**config.mk**
```make
export PLATFORM = sky130hd
export DESIGN_NAME = seven_seg_scan
export DESIGN_NICKNAME = d
export VERILOG_FILES = /design/src/rtl/seven_seg_pkg.sv /design/src/rtl/seven_seg_prescaler.sv /design/src/rtl/seven_seg_scan.sv
export SDC_FILE = /design/constraint.sdc
export NUM_CORES = 1
export LEC_CHECK = 0
export ABC_AREA = 1
export BUFFER_PORTS_ARGS = -buffer_cell sky130_fd_sc_hd__buf_2
export CELL_PAD_IN_SITES_DETAIL_PLACEMENT = 1
export CELL_PAD_IN_SITES_GLOBAL_PLACEMENT = 2
export CORE_AREA = 2 2 146 91
export CTS_BUF_LIST = sky130_fd_sc_hd__clkbuf_8 sky130_fd_sc_hd__clkbuf_16
export DETAILED_ROUTE_END_ITERATION = 6
export DIE_AREA = 0 0 148 93
export GPL_TIMING_DRIVEN = 0
export MAX_ROUTING_LAYER = met4
export PLACE_DENSITY_LB_ADDON = 0.3
export SETUP_SLACK_MARGIN = 0.4
export SLEW_MARGIN = 10
export SYNTH_ARGS = -nofsm -noshare
export SYNTH_HDL_FRONTEND = slang
export SYNTH_SLANG_ARGS = --single-unit
```
**constraint.sdc**
```tcl
create_clock -name clk -period 2.18 [get_ports clk]
set_input_delay 0.436 -clock clk [delete_from_list [all_inputs] [get_ports clk]]
set_output_delay 0.436 -clock clk [all_outputs]
set_load 0.005 [all_outputs]
```
**src/rtl/seven_seg_pkg.sv**
```systemverilog
// Shared constants and the hex-to-segment decoder for the seven-segment blocks.
// Segment encoding is active-low, bit order gfedcba (seg[0]=a ... seg[6]=g).
package seven_seg_pkg;

  // All segments dark.
  localparam logic [6:0] SEG_OFF = 7'h7F;

  // Entry k holds the active-low pattern for hex digit k (entry 15 listed first).
  localparam logic [15:0][6:0] SEG_LUT = {
    7'h0E, 7'h06, 7'h21, 7'h46,   // F E d C
    7'h03, 7'h08, 7'h10, 7'h00,   // b A 9 8
    7'h78, 7'h02, 7'h12, 7'h19,   // 7 6 5 4
    7'h30, 7'h24, 7'h79, 7'h40    // 3 2 1 0
  };

  function automatic logic [6:0] hex_to_seg(input logic [3:0] nibble);
    return SEG_LUT[nibble];
  endfunction

endpackage

```
**src/rtl/seven_seg_prescaler.sv**
```systemverilog
// Free-running refresh prescaler: counts 0..REFRESH_DIV-1 and raises tick
// for the single cycle spent at the terminal count.
module seven_seg_prescaler #(
  parameter int REFRESH_DIV = 100000
) (
  input  logic clk,
  input  logic rst,
  output logic tick
);

  localparam int CNT_W = (REFRESH_DIV > 1) ? $clog2(REFRESH_DIV) : 1;
  localparam logic [CNT_W-1:0] CNT_LAST = CNT_W'(REFRESH_DIV - 1);

  logic [CNT_W-1:0] cnt_reg;

  assign tick = (cnt_reg == CNT_LAST);

  // Count up, returning to zero after the terminal count.
  always_ff @(posedge clk) begin
    if (rst) begin
      cnt_reg <= '0;
    end else if (tick) begin
      cnt_reg <= '0;
    end else begin
      cnt_reg <= cnt_reg + 1'b1;
    end
  end

endmodule

```
**src/rtl/seven_seg_scan.sv**
```systemverilog
// Time-multiplexed N-digit common-anode seven-segment driver.
// New words are taken through a valid/ready handshake and only reach the
// display registers when the scan wraps, so a frame never mixes two words.
// Optional build macro: LEADING_ZERO_BLANK_EN (auto-blank leading zero digits
// at commit; digit 0 is never auto-blanked).
module seven_seg_scan
  import seven_seg_pkg::*;
#(
  parameter int DIGITS      = 4,
  parameter int REFRESH_DIV = 100000
) (
  input  logic                  clk,
  input  logic                  rst,
  input  logic [4*DIGITS-1:0]   data_in,
  input  logic [DIGITS-1:0]     dp_in,
  input  logic [DIGITS-1:0]     blank_in,
  input  logic                  load_valid,
  output logic                  load_ready,
  output logic                  frame_start,
  output logic [6:0]            seg,
  output logic                  dp,
  output logic [DIGITS-1:0]     an
);

  localparam int IDX_W = (DIGITS > 1) ? $clog2(DIGITS) : 1;
  localparam logic [IDX_W-1:0] IDX_LAST = IDX_W'(DIGITS - 1);

  logic                  tick;
  logic [IDX_W-1:0]      idx_reg;
  logic                  frame_start_reg;
  logic                  pending_reg;
  logic [4*DIGITS-1:0]   pend_data_reg;
  logic [DIGITS-1:0]     pend_dp_reg;
  logic [DIGITS-1:0]     pend_blank_reg;
  logic [4*DIGITS-1:0]   disp_data_reg;
  logic [DIGITS-1:0]     disp_dp_reg;
  logic [DIGITS-1:0]     disp_blank_reg;
  logic [6:0]            seg_reg;
  logic                  dp_reg;
  logic [DIGITS-1:0]     an_reg;

  logic                  commit;
  logic                  accept;
  logic [4*DIGITS-1:0]   src_data;
  logic [DIGITS-1:0]     src_dp;
  logic [DIGITS-1:0]     src_blank;
  logic [DIGITS-1:0]     commit_blank;
  logic [3:0]            disp_nib [DIGITS];

  seven_seg_prescaler #(
    .REFRESH_DIV(REFRESH_DIV)
  ) u_prescaler (
    .clk (clk),
    .rst (rst),
    .tick(tick)
  );

  // The last tick of the last digit closes the frame: that is where updates land.
  assign commit     = tick && (idx_reg == IDX_LAST);
  assign accept     = load_valid && !pending_reg;
  assign load_ready = !pending_reg;
  assign frame_start = frame_start_reg;
  assign seg        = seg_reg;
  assign dp         = dp_reg;
  assign an         = an_reg;

  // Word to commit: a same-cycle accept bypasses the pending registers.
  always_comb begin
    src_data  = pend_data_reg;
    src_dp    = pend_dp_reg;
    src_blank = pend_blank_reg;
    if (accept) begin
      src_data  = data_in;
      src_dp    = dp_in;
      src_blank = blank_in;
    end
  end

  // Slice the displayed word into per-digit nibbles for the scan mux.
  for (genvar gi = 0; gi < DIGITS; gi++) begin : g_nib
    assign disp_nib[gi] = disp_data_reg[4*gi +: 4];
  end

`ifdef LEADING_ZERO_BLANK_EN
  // lead_zero[k]: every nibble from the top digit down to k is zero.
  logic [DIGITS:1] lead_zero;
  logic [DIGITS-1:0] lz_mask;
  assign lead_zero[DIGITS] = 1'b1;
  for (genvar gi = 0; gi < DIGITS; gi++) begin : g_lz
    if (gi == 0) begin : g_keep0
      assign lz_mask[0] = 1'b0;
    end else begin : g_blank
      assign lead_zero[gi] = lead_zero[gi+1] && (src_data[4*gi +: 4] == 4'h0);
      assign lz_mask[gi]   = lead_zero[gi];
    end
  end
  assign commit_blank = src_blank | lz_mask;
`else
  assign commit_blank = src_blank;
`endif

  // Digit index and the wrap pulse.
  always_ff @(posedge clk) begin
    if (rst) begin
      idx_reg         <= '0;
      frame_start_reg <= 1'b0;
    end else begin
      frame_start_reg <= commit;
      if (tick) begin
        idx_reg <= (idx_reg == IDX_LAST) ? '0 : idx_reg + 1'b1;
      end
    end
  end

  // Handshake capture and frame-boundary commit into the display registers.
  always_ff @(posedge clk) begin
    if (rst) begin
      pending_reg    <= 1'b0;
      pend_data_reg  <= '0;
      pend_dp_reg    <= '0;
      pend_blank_reg <= '0;
      disp_data_reg  <= '0;
      disp_dp_reg    <= '0;
      disp_blank_reg <= '0;
    end else if (commit) begin
      pending_reg <= 1'b0;
      if (accept || pending_reg) begin
        disp_data_reg  <= src_data;
        disp_dp_reg    <= src_dp;
        disp_blank_reg <= commit_blank;
      end
    end else if (accept) begin
      pending_reg    <= 1'b1;
      pend_data_reg  <= data_in;
      pend_dp_reg    <= dp_in;
      pend_blank_reg <= blank_in;
    end
  end

  // Registered pin drivers, one cycle behind the digit index.
  always_ff @(posedge clk) begin
    if (rst) begin
      an_reg  <= '1;
      seg_reg <= SEG_OFF;
      dp_reg  <= 1'b1;
    end else begin
      an_reg <= ~(DIGITS'(1) << idx_reg);
      if (disp_blank_reg[idx_reg]) begin
        seg_reg <= SEG_OFF;
        dp_reg  <= 1'b1;
      end else begin
        seg_reg <= hex_to_seg(disp_nib[idx_reg]);
        dp_reg  <= ~disp_dp_reg[idx_reg];
      end
    end
  end

endmodule

```
==> impl_metrics.csv <==
group,metric,value,unit
grt,grt_pass1_wl,19700,um
route,firstDrtPassIters,4,
finish,area_delta_synth_final,27.0,%
grt,grt_usage,18.9,%
synth,ys_warn_count,0,
die,core-area,12500,um2
sta,finalCriticalPeriod,1.71,ns
route,ant_nets,0,
critical_path,worst-r2r-setup-slack,0.47,ns
synth,synth_xor_area_share,1.53,%
die,die_h,93,um
die,die_w,148,um
sta,worstMarginPinSlew,0.518,ns
power,power_density,679,nW/um2
cts,htree_levels,3,
finish,instances_no_fill,826,
placement,pre_cts_ws,0.104,ns
critical_path,cp-startpoint,"idx_reg[1]$_SDFFE_PP0P_",
finish,drive_gt1_share,21.5,%
synth,avgSynthCellArea,6.92,um2
critical_path,reg2reg_from,"idx_reg[1]$_SDFFE_PP0P_",
grt,grt_pass1_vias,3881,
route,vias_per_cell,4.66,
cts,holdBufCountCts,0,
sta,rsz0062_at_grt,"yes",
critical_path,cp_cell_sequence,"buf_8, clkinvlp_4, buf_4, a21oi_1, o21ai_2, nand2_2, inv_2, o211ai_1, nand3_1",
worst_hold_path,worstHoldPathType,"in -> reg",
power,ir_drop,0.354,mV
synth,syn_area,4000,um2
finish,antennaDiodeCount,0,
finish,fillers,1604,
synth,synth_top_family_by_area,"simple AND/OR/NAND/NOR gates",
route,drc,0,
sta,period_share,78.2,%
route,drtIter0Drc,119,
synth,synth_nets,616,
critical_path,crit_path_max_incr_delay,0.36,ns
synth,ys_types,29,
finish,ff_latch_area,1630,um2
sta,skew,0.00682,ns
synth,ys_ff_latch,81,
cts,clk_latency,0.34,ns
finish,finish.utilization,40.7,%
synth,synth_cells,578,
placement,dpl-instance-area,4420,um2
cts,numCtsBuffers,9,
outcome,status,"finished clean",
cts,clock-root-buffer,"clkbuf_16",
grt,grt_start_max_net_pins,14,
cts,clock_tree.buffer_depth,2,
critical_path,startpoint_type,"register",
critical_path,cp-endpoint,"seg[3]$_SDFF_PP1_",
grt,overflow,0,
synth,synthMuxAreaShare,0,%
die,row_count,32,
die,die_area,13800,um2
sta,maxSlewViolCount,0,
synth,synth_simple_gate_area_share,29.9,%
critical_path,r2r-end,"seg[3]$_SDFF_PP1_",
sta,timing.final.ws_setup,0.475,ns
die,io_pins,41,
cts,clkTransAtPathRegs,0.06,ns
critical_path,crit_arrival,1.91,ns
power,p_leak,0.00222,uW
critical_path,worstPathMaxFanout,7,
placement,dp.cells,788,
placement,dp_hpwl,9060,um
die,start_util,32.0,%
critical_path,cp.required,2.38,ns
critical_path,reg2regPathDepth,9,
finish,nNetsFinal,689,
sta,hold_viol,0,
critical_path,cp_slowest_cell,"dfxtp_4",
sta,maxSlewHeadroom,65.2,%
finish,largest_reg_flops,17,
sta,setup_violations,0,
synth,synth-compound-area-share,10.9,%
grt,antenna_found_initial,0,
finish,fin_area,5080,um2
route,vias,3848,
sta,tns,0,ns
critical_path,path_class,"reg -> reg",
placement,port_buffers,40,
cts,cts_tree,"yes",
synth,synthAdderAreaFrac,3.44,%
route,wl,12300,um
run,max-cap-violations,0,
cts,clock-sinks,81,
critical_path,cp-end-kind,"register",
synth,yosysSeqAreaShare,40.5,%
sta,max_freq,0.586,GHz
placement,gp_congestion,0.846,
finish,multi_input_comb_area,1930,um2
route,route.detailed.wl_per_inst,14.8,um
[worst max-delay path: cells and delay by family (launching register included)]
family / cells / cell delay [ns]
buffers and inverters: 4 / 0.54
AOI/OAI and AO/OA: 3 / 0.42
and+or+nand+nor: 2 / 0.26
DFF: 1 / 0.36
[kinds of logic (layout without fill, tap and decap cells)]
family,after synthesis,count (layout)
AND/OR/NAND/NOR,269,269
adder cells (fa/ha/maj),11,11
flip-flops,81,81
XOR/XNOR,7,7
AO/OA/AOI/OAI,85,85
buffers and inverters,125,203
[Yosys cell counts (all sizes together)]
library cell	instances	area [um2]
a211oi	1	7.51
inv	99	372
o211ai	4	30.0
nand3	19	100
xor2	7	61.3
clkbuf	3	11.3
buf	23	165
or2	2	12.5
o21ai	63	315
nand2	152	588
nor2	61	256
dfxtp	81	1620
ha	11	138
nor3	5	36.3
nand4	30	203
a21oi	17	85.1
[worst min-delay path by stage]
| stage | startpoint | endpoint | slack, ns | cells after the start |
|---|---|---|---|---|
| 4_1_cts | load_valid | pending_reg$_SDFFE_PP0P_ | 0.38 | 3 |
| 6_report | load_valid | pending_reg$_SDFFE_PP0P_ | 0.39 | 3 |
| 3_3_place_gp | u_prescaler.cnt_reg[0]$_SDFF_PP0_ | u_prescaler.cnt_reg[0]$_SDFF_PP0_ | 0.43 | 1 |
| 2_1_floorplan | u_prescaler.cnt_reg[0]$_SDFF_PP0_ | u_prescaler.cnt_reg[0]$_SDFF_PP0_ | 0.42 | 1 |
| 3_5_place_dp | pend_dp_reg[3]$_SDFFE_PP0N_ | pend_dp_reg[3]$_SDFFE_PP0N_ | 0.44 | 2 |
| 5_1_grt | load_valid | pending_reg$_SDFFE_PP0P_ | 0.38 | 3 |
[metal layers]
layer / global-route usage [%] / wire length [um] / vias up
met5: - / 0 / -
met4: 3.81 / 72 / 0
met3: 3.76 / 320 / 4
met2: 27.8 / 5090 / 44
met1: 26.9 / 6770 / 1840
li1: - / - / 1960
[repair_timing]
item	in CTS	in global routing
gates resized for setup	15	40
pin swaps	5	9
setup endpoints to repair	64	68
setup buffers	7	13
gates cloned	0	2
[cell type report]
cell class                 count  area share (%)
inverter                      99            7.38
sequential                    81            32.1
timing repair buffer          62            7.61
multi-input combinational    372            37.9
clock inverter                 5            1.53
buffer                        26            4.31
tap                          170            4.18
clock buffer                  11            4.97
[placed cells by master (no fill, tap or decap), types with 10 or more instances in the layout]
master / instances
nand2_1: 140
clkbuf_16: 10
nand3_1: 16
o21ai_0: 51
dfxtp_1: 77
a21oi_1: 15
nand4_1: 29
buf_2: 40
nor2_1: 54
buf_4: 21
inv_1: 90
buf_6: 10
o21ai_1: 10
[metrics by stage]
stage                     power (uW)  hold slack [ns]
after floorplan                 1710            0.417
after global placement          1790            0.428
after detailed placement        1810            0.445
after CTS                       3490            0.380
after global routing            3600            0.383
final                           3450            0.387
[where the power goes]
group	switching [uW]	internal [uW]	total, uW
clock network	608	1060	1670
logic	148	84.5	232
registers	24.8	1530	1550
No activity file was read; power rests on OpenSTA's default activity.
